[src/rtl/pll_supervisor_pkg.sv]
// Shared types and default constants for the PLL supervisor.
package pll_supervisor_pkg;

    typedef enum logic [1:0] {
        WAIT_LOCK  = 2'd0,
        STABILIZE  = 2'd1,
        HOLD_RESET = 2'd2,
        RUN        = 2'd3
    } state_t;

    localparam int unsigned DEF_SYNC_STAGES       = 2;
    localparam int unsigned DEF_STABLE_CYCLES     = 1024;
    localparam int unsigned DEF_RESET_HOLD_CYCLES = 16;
    localparam int unsigned DEF_CNT_W             = 8;

    // Width of the shared sequencing counter: clog2 of the longer phase, at least 1.
    function automatic int unsigned seq_cnt_width(input int unsigned a, input int unsigned b);
        int unsigned m;
        int unsigned w;
        m = (a > b) ? a : b;
        w = $clog2(m);
        return (w < 1) ? 1 : w;
    endfunction

endpackage

[src/rtl/pll_supervisor_sync_ff.sv]
// Multi-stage synchronizer for asynchronous single-bit inputs; resets to 0.
module sync_ff #(
    parameter int unsigned STAGES = 2
) (
    input  logic clk,
    input  logic rst_n,
    input  logic d,
    output logic q
);

    logic [STAGES-1:0] ff;

    always_ff @(posedge clk or negedge rst_n) begin
        if (!rst_n) begin
            ff <= '0;
        end else begin
            ff <= {ff[STAGES-2:0], d};
        end
    end

    assign q = ff[STAGES-1];

endmodule

[src/rtl/pll_supervisor.sv]
// PLL lock supervisor: sequences the core reset once lock is stable.
// Optional lock-loss statistics are enabled by PLL_SUPERVISOR_LOSS_COUNT_EN.
module pll_supervisor
    import pll_supervisor_pkg::*;
#(
    parameter int unsigned SYNC_STAGES       = DEF_SYNC_STAGES,
    parameter int unsigned STABLE_CYCLES     = DEF_STABLE_CYCLES,
    parameter int unsigned RESET_HOLD_CYCLES = DEF_RESET_HOLD_CYCLES,
    parameter int unsigned CNT_W             = DEF_CNT_W
) (
    input  logic             clock_in,
    input  logic             resetb,
    input  logic             locked,
    input  logic             clear_count,
    output logic             sys_resetb,
    output logic             ready,
    output logic             lock_lost,
    output logic [CNT_W-1:0] lock_loss_count
);

    localparam int unsigned CW = seq_cnt_width(STABLE_CYCLES, RESET_HOLD_CYCLES);
    localparam logic [CW-1:0] STABLE_LAST = CW'(STABLE_CYCLES - 1);
    localparam logic [CW-1:0] HOLD_LAST   = CW'(RESET_HOLD_CYCLES - 1);

    logic          lock_s;
    state_t        state, state_next;
    logic [CW-1:0] cnt, cnt_next;
    logic          run_q;

    sync_ff #(.STAGES(SYNC_STAGES)) u_sync (
        .clk   (clock_in),
        .rst_n (resetb),
        .d     (locked),
        .q     (lock_s)
    );

    always_ff @(posedge clock_in or negedge resetb) begin
        if (!resetb) begin
            state <= WAIT_LOCK;
            cnt   <= '0;
            run_q <= 1'b0;
        end else begin
            state <= state_next;
            cnt   <= cnt_next;
            run_q <= (state_next == RUN);
        end
    end

    always_comb begin
        state_next = state;
        cnt_next   = cnt;
        case (state)
            WAIT_LOCK: begin
                cnt_next = '0;
                if (lock_s) state_next = STABILIZE;
            end
            STABILIZE: begin
                if (!lock_s) begin
                    state_next = WAIT_LOCK;
                    cnt_next   = '0;
                end else if (cnt == STABLE_LAST) begin
                    state_next = HOLD_RESET;
                    cnt_next   = '0;
                end else begin
                    cnt_next = cnt + 1'b1;
                end
            end
            HOLD_RESET: begin
                if (!lock_s) begin
                    state_next = WAIT_LOCK;
                    cnt_next   = '0;
                end else if (cnt == HOLD_LAST) begin
                    state_next = RUN;
                    cnt_next   = '0;
                end else begin
                    cnt_next = cnt + 1'b1;
                end
            end
            RUN: begin
                if (!lock_s) begin
                    state_next = WAIT_LOCK;
                    cnt_next   = '0;
                end
            end
            default: begin
                state_next = WAIT_LOCK;
                cnt_next   = '0;
            end
        endcase
    end

    // Same flop feeds both: sys_resetb rises exactly when ready does.
    assign sys_resetb = run_q;
    assign ready      = run_q;

`ifdef PLL_SUPERVISOR_LOSS_COUNT_EN
    logic             run_drop;
    logic             lost_q;
    logic [CNT_W-1:0] loss_q;

    assign run_drop = (state == RUN) && !lock_s;

    // A clear coinciding with a drop leaves that drop recorded.
    always_ff @(posedge clock_in or negedge resetb) begin
        if (!resetb) begin
            lost_q <= 1'b0;
            loss_q <= '0;
        end else if (clear_count) begin
            lost_q <= run_drop;
            loss_q <= run_drop ? CNT_W'(1) : '0;
        end else if (run_drop) begin
            lost_q <= 1'b1;
            if (loss_q != '1) loss_q <= loss_q + 1'b1;
        end
    end

    assign lock_lost       = lost_q;
    assign lock_loss_count = loss_q;
`else
    logic unused_clear;
    assign unused_clear    = clear_count;
    assign lock_lost       = 1'b0;
    assign lock_loss_count = '0;
`endif

endmodule

[config.mk]
export PLATFORM = sky130hd
export DESIGN_NAME = pll_supervisor
export DESIGN_NICKNAME = d
export VERILOG_FILES = /design/src/rtl/pll_supervisor_pkg.sv /design/src/rtl/pll_supervisor_sync_ff.sv /design/src/rtl/pll_supervisor.sv
export SDC_FILE = /design/constraint.sdc
export NUM_CORES = 1
export LEC_CHECK = 0
export ABC_AREA = 0
export CAP_MARGIN = 25
export CORE_MARGIN = 3
export CORE_UTILIZATION = 50
export DETAILED_ROUTE_END_ITERATION = 8
export PLACE_DENSITY = 0.85
export RECOVER_POWER = 25
export SLEW_MARGIN = 0
export SYNTH_ARGS = -nofsm -noshare
export SYNTH_HDL_FRONTEND = slang
export SYNTH_SLANG_ARGS = --single-unit
[constraint.sdc]
create_clock -name clock_in -period 2.7 [get_ports clock_in]
set_input_delay 0.405 -clock clock_in [delete_from_list [all_inputs] [get_ports clock_in]]
set_output_delay 0.405 -clock clock_in [all_outputs]
set_load 0.01 [all_outputs]
== After elaboration in Yosys (flattened, before gate mapping) ==
Cells that the tools add are included.

* Add/subtract/negate cells: 1
* $mul: 0
* Div/mod/pow operators: 0
* $lt $le $gt $ge: 0
* Equality and inequality tests: 7
* Shifts and indexed selects: 0
* Mux-type cells: 13
* Bitwise gates (word level): 0
* Reductions and logical operators: 1

{| class="wikitable"
|+ Operator list
! kind !! number
|-
| 10-bit 2-to-1 mux || 5
|-
| 10-bit one-hot mux with 4 select lines || 1
|-
| 2-bit 2-to-1 mux || 6
|-
| 10-bit by 1-bit adder with 10-bit output, second input constant || 1
|-
| 10-bit == test, second input constant || 1
|-
| 10-bit by 4-bit == test with 1-bit output, second input constant || 1
|-
| 2-bit one-hot mux with 4 select lines || 1
|-
| 2-bit == test, second input constant || 3
|-
| 2-bit by 1-bit == test with 1-bit output, second input constant || 1
|-
| 2-bit zero test || 1
|-
| 2-bit inequality test, second input constant || 1
|}

* Flip-flop bits (word level): 15
* Bits in latches: 0
* RAM bits: 0
* ROM bits: 0
* Logic and storage cells: 26
* Memories: 0

== Longest topological paths before layout ==
Gate-level depths: netlist of the first run.

* Depth in word-level cells: 5
* Depth in mapped cells: 7
* Gate-level depth less buffers: 6

== By module ==
From an unflattened synthesis of the first run, not the netlist that was laid out.

* Cells, all modules: 104
* Area total of the unflattened synthesis: 1044.8 um2

{| class="wikitable"
|+ By module, submodules not included
! module !! instances !! cells an instance !! area an instance (um2) !! sequential area each (um2)
|-
| pll_supervisor || 1 || 102 || 994.7 || 325.3
|-
| sync_ff || 1 || 2 || 50.0 || 50.0
|}

== Least setup slack after synthesis of the first run ==
Ideal clock, no wire load.

* Kind: register to register
* Start: register cnt[0]
* End: register cnt[7]
* Setup time: 0.126 ns
* Arrival time: 1.524 ns
* Data required time: 2.574 ns
* Path slack: 1.050 ns
* Cell stages (with the launch flop): 7
* Buffers on the path: 1
* Period minus slack after synthesis: 1.650 ns
* Cells stage by stage: dfrtp_1 > ha_1 > and3_2 > a41oi_4 > buf_6 > o21a_1 > a221o_1

* Longest elaborated chain between the ends: 4
* Elaborated cells between the ends (all ways): 8
* Those cells by class: 1 x add/sub; 2 x eq/ne; 5 x mux

{| class="wikitable"
|+ RTL lines
! item !! RTL line !! text
|-
| start, declared || pll_supervisor.sv:27 || <nowiki>logic [CW-1:0] cnt, cnt_next;</nowiki>
|-
| start signal, assigned || pll_supervisor.sv:44 || <nowiki>cnt <= cnt_next;</nowiki>
|-
| 10-bit by 1-bit adder with 10-bit output (tied with other cells) || pll_supervisor.sv:65, pll_supervisor.sv:76 ||
|-
| 10-bit 2-to-1 mux (on tied branches) || pll_supervisor.sv:72, pll_supervisor.sv:61 ||
|-
| 10-bit 2-to-1 mux (on tied branches) || pll_supervisor.sv:69, pll_supervisor.sv:58 ||
|-
| 10-bit one-hot mux with 4 select lines * || pll_supervisor.sv:52 || <nowiki>case (state)</nowiki>
|}

Every way passes the cells marked *; elsewhere a longest branch is shown, timed or not.
A chain may end at the register's enable or synchronous reset.

== Worst setup path in the final report of the first run ==
* Start: register state[0]
* End: register cnt[9]

* Longest elaborated chain between the ends: 2
* Elaborated cells between the ends (all ways): 6
* Those cells by class: 4 x eq/ne; 1 x mux; 1 x reduce/logical

{| class="wikitable"
|+ RTL lines
! item !! RTL line !! text
|-
| start, declared || pll_supervisor.sv:26 || <nowiki>state_t state, state_next;</nowiki>
|-
| start signal, assigned || pll_supervisor.sv:43 || <nowiki>state <= state_next;</nowiki>
|-
| 2-bit == test (tied with other cells) || pll_supervisor.sv:52 ||
|-
| 10-bit one-hot mux with 4 select lines / 2-bit inequality test (equally long branches) || n/a ||
|}

Parallel ways exist; a longest one is shown, timed or not.

==> results of run 1 <==
-- routing by layer --
layer  vias to the layer above  routed length [um]
met2                        24                1142
met4                         0                  48
met1                       440                 937
met3                         5                 110
li1                        416                   -
met5                         -                   0
-- layout make-up --
cell class	instances	area, um^2	area share, %
Sequential cell	15	375.4	34.09
Timing Repair Buffer	5	47.55	4.318
Inverter	7	26.28	2.386
Tap cell	27	33.78	3.068
Clock inverter	1	5.005	0.4545
Clock buffer	3	22.52	2.045
Multi-Input combinational cell	87	590.6	53.64
-- sequential cells by signal (all words and copies together), names as in the netlist --
signal,flops
cnt,10
ready,1
state,2
u_sync.ff,2
-- report_power, final --
| group | internal (mW) | switching, mW |
|---|---|---|
| registers | 0.242 | 0.0234 |
| logic | 0.0919 | 0.147 |
| clock network | 0.0553 | 0.0809 |
-- worst paths after layout --
path / startpoint / endpoint / cells past startpoint
setup / recovery: state[0] / cnt[9] / 6
hold / removal: u_sync.ff[0] / u_sync.ff[1] / 0
setup reg to reg: state[0] / cnt[9] / 6
hold reg to reg: u_sync.ff[0] / u_sync.ff[1] / 0
max in group asynchronous: resetb / u_sync.ff[0] / 1
min in group asynchronous: resetb / cnt[9] / 1
-- per-stage QoR --
| stage | util (%) | setup slack [ns] |
|---|---|---|
| 4_1_cts | 55.00 | 0.8239 |
| 5_1_grt | 55.00 | 0.6595 |
| 2_1_floorplan | - | 1.050 |
| 3_3_place_gp | 53.63 | 0.9165 |
| 6_report | 55.00 | 0.8157 |
| 3_5_place_dp | 53.63 | 0.8308 |
-- synthesized netlist by cell type, types with 2 or more instances --
library cell | instances | area (um^2)
and2_2 | 2 | 15.01
nand4_1 | 5 | 31.28
a22oi_1 | 2 | 15.01
o211ai_1 | 2 | 15.01
a211oi_1 | 2 | 15.01
nor4_2 | 2 | 25.02
dfrtp_1 | 15 | 375.4
a41oi_1 | 2 | 17.52
inv_1 | 7 | 26.28
nand3_1 | 5 | 25.02
a21oi_1 | 3 | 15.01
mux2_2 | 2 | 22.52
and2_1 | 2 | 12.51
ha_1 | 5 | 62.56
buf_6 | 3 | 33.78
o221ai_1 | 6 | 52.55
nand2_1 | 11 | 41.29
buf_4 | 11 | 82.58
nor2_1 | 9 | 33.78
nor2b_1 | 2 | 12.51
-- cell families (layout without fill, tap and decap cells) --
family          Yosys count  in the layout
compound gates           27             27
mux                       2              2
other cells               1              9
flops                    15             15
simple gates             44             44
fa+ha+maj                 5              5
buf+inv                  23             16
==> metrics.csv, run 1 <==
metric;value;unit
area_growth;1.383;%
top_usage_layer;met2;
drt_drc_violations_left;0;
root_buffer;clkbuf_4;
end_kind;flop;
worstMarginPinSlew;0.7233;ns
portBuffers;4;
path_cells;inv_1, ha_1, nand2_1, nor2_1, o221ai_1, a22oi_1;
viasPerCell;6.103;
hold_violations;0;
holdCritPathClass;reg2reg;
r2r_slack;0.82;ns
power_density;582.3;nW/um^2
start_kind;flop;
critical_path_class;reg2reg;
wirelength;2238;um
synth_xor_area_share;0;%
yosys_most_used_dff;dfrtp_1;
slowest_stage;nor2_1;
synth_cell_types;39;
stdcell_area;1101;um^2
layout_min_cycle_time;1.884;ns
detail-route-antenna-nets;0;
fmax;530.7;MHz
grt_antenna_before_repair;0;
netlist_instances;117;
period_share;69.79;%
ir_worst_vdd;370.3;uV
synth-simple-area-share;22.35;%
core-area;2002;um^2
start_util;54.25;%
gp_congestion;0.8777;
setup_viol;0;
first_pass_iters;4;
critical_path_required;2.92;ns
slowest_delay;0.50;ns
tns;0;ns
cp_max_fo;10;
slew_viol_final;0;
grt_start_max_net_pins;16;
first_global_vias;876;
globalRouteMet1Util;20.28;%
h-tree-depth;1;
arrival;2.11;ns
grt_pass1_wl;3684;um
ys_warn_count;0;
drt-initial-drc-count;18;
wl_per_cell;15.43;um
clkSinkCount;15;
hold_slack;0.3904;ns
grt_remaining_overflow;0;
ios;15;
dpl.cell_count;141;
final_layout_size_suffix_gt1_share;11.86;%
fin_nets;128;
synth_edf_count;0;
clock_latency;0.30;ns
cts_setup_buffers;0;
fill_cells;193;
place_area;1074;um^2
synth.avg_cell_area;9.282;um^2
grt_use_met3;3.989;%
num_rows;16;
skew;0.009154;ns
seq_area_frac_synth;34.56;%
vias;885;
grt_use_total;18.70;%
use_met2;32.64;%
cts_tree;built;
rsz0062_at_grt;false;
final_cells;145;
ys_seq_elements;15;
n_antenna_cell;0;
synth-async-reset-ratio;100.0;%
p_leak;0.4855;nW
max_slew_margin;51.62;%
numCtsBuffers;3;
final_common_cell;dfrtp_1;
cap_violations;0;
syn-cell-area;1086;um^2
synth_mux_area_share;2.074;%
fp.dieW;52.61;um
power;641.2;uW
hold_buffers;0;
synthAdderAreaFrac;5.760;%
path_buf_inv;1;
post_cts_resized;0;
synth_compound_gate_area_share;21.08;%
dieHeight;52.61;um
path_clk_slew;0.10;ns
layout_common_cells;dfrtp_1 (15), nand2_1 (11), nor2_1 (9), conb_1 (9), inv_1 (7);
status;finished, final reports clean;
dp_hpwl;1657;um
cts.path.max_buffers;2;
die-area;2767;um^2
crit_family;simple AND/OR/NAND/NOR gates;
synth_top_family_by_area;simple AND/OR/NAND/NOR gates;
Power figures use the tool's default switching activity.
==> run 2, diff against run 1 <==
- clock period: 2.7 -> 1.8 ns (I/O delays scaled with it)
==> metrics.csv, run 2 (synthesized netlist as in run 1, its figures left out) <==
metric;value;unit;change
arrival;1.94;ns;-0.17 ns
hold_violations;0;;unchanged
path_cells;inv_1, ha_2, inv_1, a41oi_4, buf_4, o221ai_1, a22oi_1;;
n_antenna_cell;0;;unchanged
grt_start_max_net_pins;16;;unchanged
start_kind;flop;;
utilization;59.50;%;+4.5 points
grt_remaining_overflow;0;;unchanged
r2r_start;state[1];;
skew;0.004333;ns;-0.004821 ns
cts_tree;built;;
dp_hpwl;1730;um;+4.4%
status;finished, final reports clean;;
core-area;2002;um^2;unchanged
layout_common_cells;dfrtp_1 (13), nand2_1 (11), buf_4 (10);;
hold_path_depth;0;;unchanged
reg2reg_depth;7;;+1
end_kind;flop;;
portBuffers;4;;unchanged
slew_viol_final;0;;unchanged
fmax;579.1;MHz;+9.1%
cp_common_cell;inv_1;;
numCtsBuffers;3;;unchanged
grt_use_total;19.32;%;+0.62 points
largest-register;cnt;;
path_clk_slew;0.09;ns;about the same
wirelength;2448;um;+9.4%
drt_drc_violations_left;0;;unchanged
max_slew_margin;45.19;%;-6.4 points
power;1.053;mW;+64%
multi_input_area;608.1;um^2;+3.0%
hold_slack;0.3840;ns;-0.006385 ns
viasPerCell;5.981;;-2.0%
die-area;2767;um^2;unchanged
cts.path.max_buffers;2;;unchanged
root_buffer;clkbuf_4;;
critical_path_required;2.02;ns;-0.90 ns
cp-endpoint;cnt[9];;
largest_reg_flops;10;;unchanged
worstMarginPinSlew;0.8221;ns;+0.09878 ns
ios;15;;unchanged
ir_worst_vdd;530.1;uV;+43%
grt_antenna_before_repair;0;;unchanged
first_pass_iters;4;;unchanged
dieHeight;52.61;um;unchanged
layout_min_cycle_time;1.727;ns;-0.1575 ns
p_leak;0.5289;nW;+8.9%
cap_violations;0;;unchanged
detail-route-antenna-nets;0;;unchanged
final_common_cell;dfrtp_1;;
final_layout_size_suffix_gt1_share;20.31;%;+8.4 points
vias;927;;+4.7%
critPathLaunch;state[1];;
h-tree-depth;1;;unchanged
gp_congestion;0.8901;;+1.4%
slowest_stage;dfrtp_1;;
hold_buffers;0;;unchanged
critical_path_class;reg2reg;;
tns;0;ns;unchanged
regArea;377.9;um^2;+0.67%
start_util;54.25;%;unchanged
first_global_vias;896;;+2.3%
fp.dieW;52.61;um;unchanged
period_share;95.94;%;+26 points
num_rows;16;;unchanged
cp_max_fo;6;;-4
area_growth;9.677;%;
fin_nets;138;;+7.8%
r2r_slack;0.07;ns;-0.74 ns
holdCritPathClass;reg2reg;;
slowest_delay;0.44;ns;-0.06 ns
power_density;884.2;nW/um^2;+52%
rr_endpoint;cnt[9];;
top_regs;cnt x10, state x2, u_sync.ff x2;;
wl_per_cell;15.79;um;+2.3%
clkSinkCount;15;;unchanged
grt_pass1_wl;3850;um;+4.5%
fill_cells;173;;-10%
clock_latency;0.30;ns;about the same
setup_viol;0;;unchanged
drt-initial-drc-count;23;;+5
[run 2: changes by cell type in the layout (fill, tap and decap cells not counted), sizes merged]
cell    delta
buf        +9
clkbuf     +2
clkinv     -1
[run 2: worst min-delay path by stage]
stage / slack [ns] / end / startpoint
after floorplan: -0.03 / cnt[0] / resetb
after CTS: 0.29 / cnt[3] / resetb
after detailed placement: 0.36 / u_sync.ff[1] / u_sync.ff[0]
final: 0.38 / u_sync.ff[1] / u_sync.ff[0]
after global routing: 0.39 / u_sync.ff[1] / u_sync.ff[0]
after global placement: 0.33 / u_sync.ff[1] / u_sync.ff[0]
[run 2: critical path, delay by kind of cell, from the launching register on]
kind | cells | cell delay [ns]
compound gates | 3 | 0.57
flops | 1 | 0.44
buf+inv | 3 | 0.42
fa+ha+maj | 1 | 0.21
[run 2: final cells by class]
class | instances | area share, %
well taps | 27 | 2.836
clock buffers | 4 | 2.206
inverters | 7 | 2.206
flip-flops and latches | 15 | 31.72
repair buffers | 15 | 9.979
multi-input cells | 87 | 51.05
[run 2: through the flow]
stage                     setup WS [ns]  cell area [um^2]  instances
final                           0.07314              1191        155
after global routing          -0.005030              1191        155
after CTS                       0.01798              1145        151
after detailed placement        0.01383              1119        147
after global placement          0.07836              1119        147
after floorplan                  0.1500              1116        125
[run 2: where the power goes]
group	leakage, nW	switching [mW]	internal (mW)
clock network	0.0150	0.120	0.0866
logic	0.314	0.254	0.194
registers	0.200	0.0320	0.366
total	0.529	0.407	0.647
[run 2: repair_timing]
item                       4_1_cts  5_1_grt
buffers inserted                 0        4
resized for setup                0        8
setup endpoints to repair        1        5
pin swaps                        1        1
gates cloned                     0        0
[run 2: per-layer routing]
metal	routed length, um	global-route usage (%)
met1	996	21.59
met2	1216	32.44
met3	119	3.704
met4	116	13.62
met5	0	0
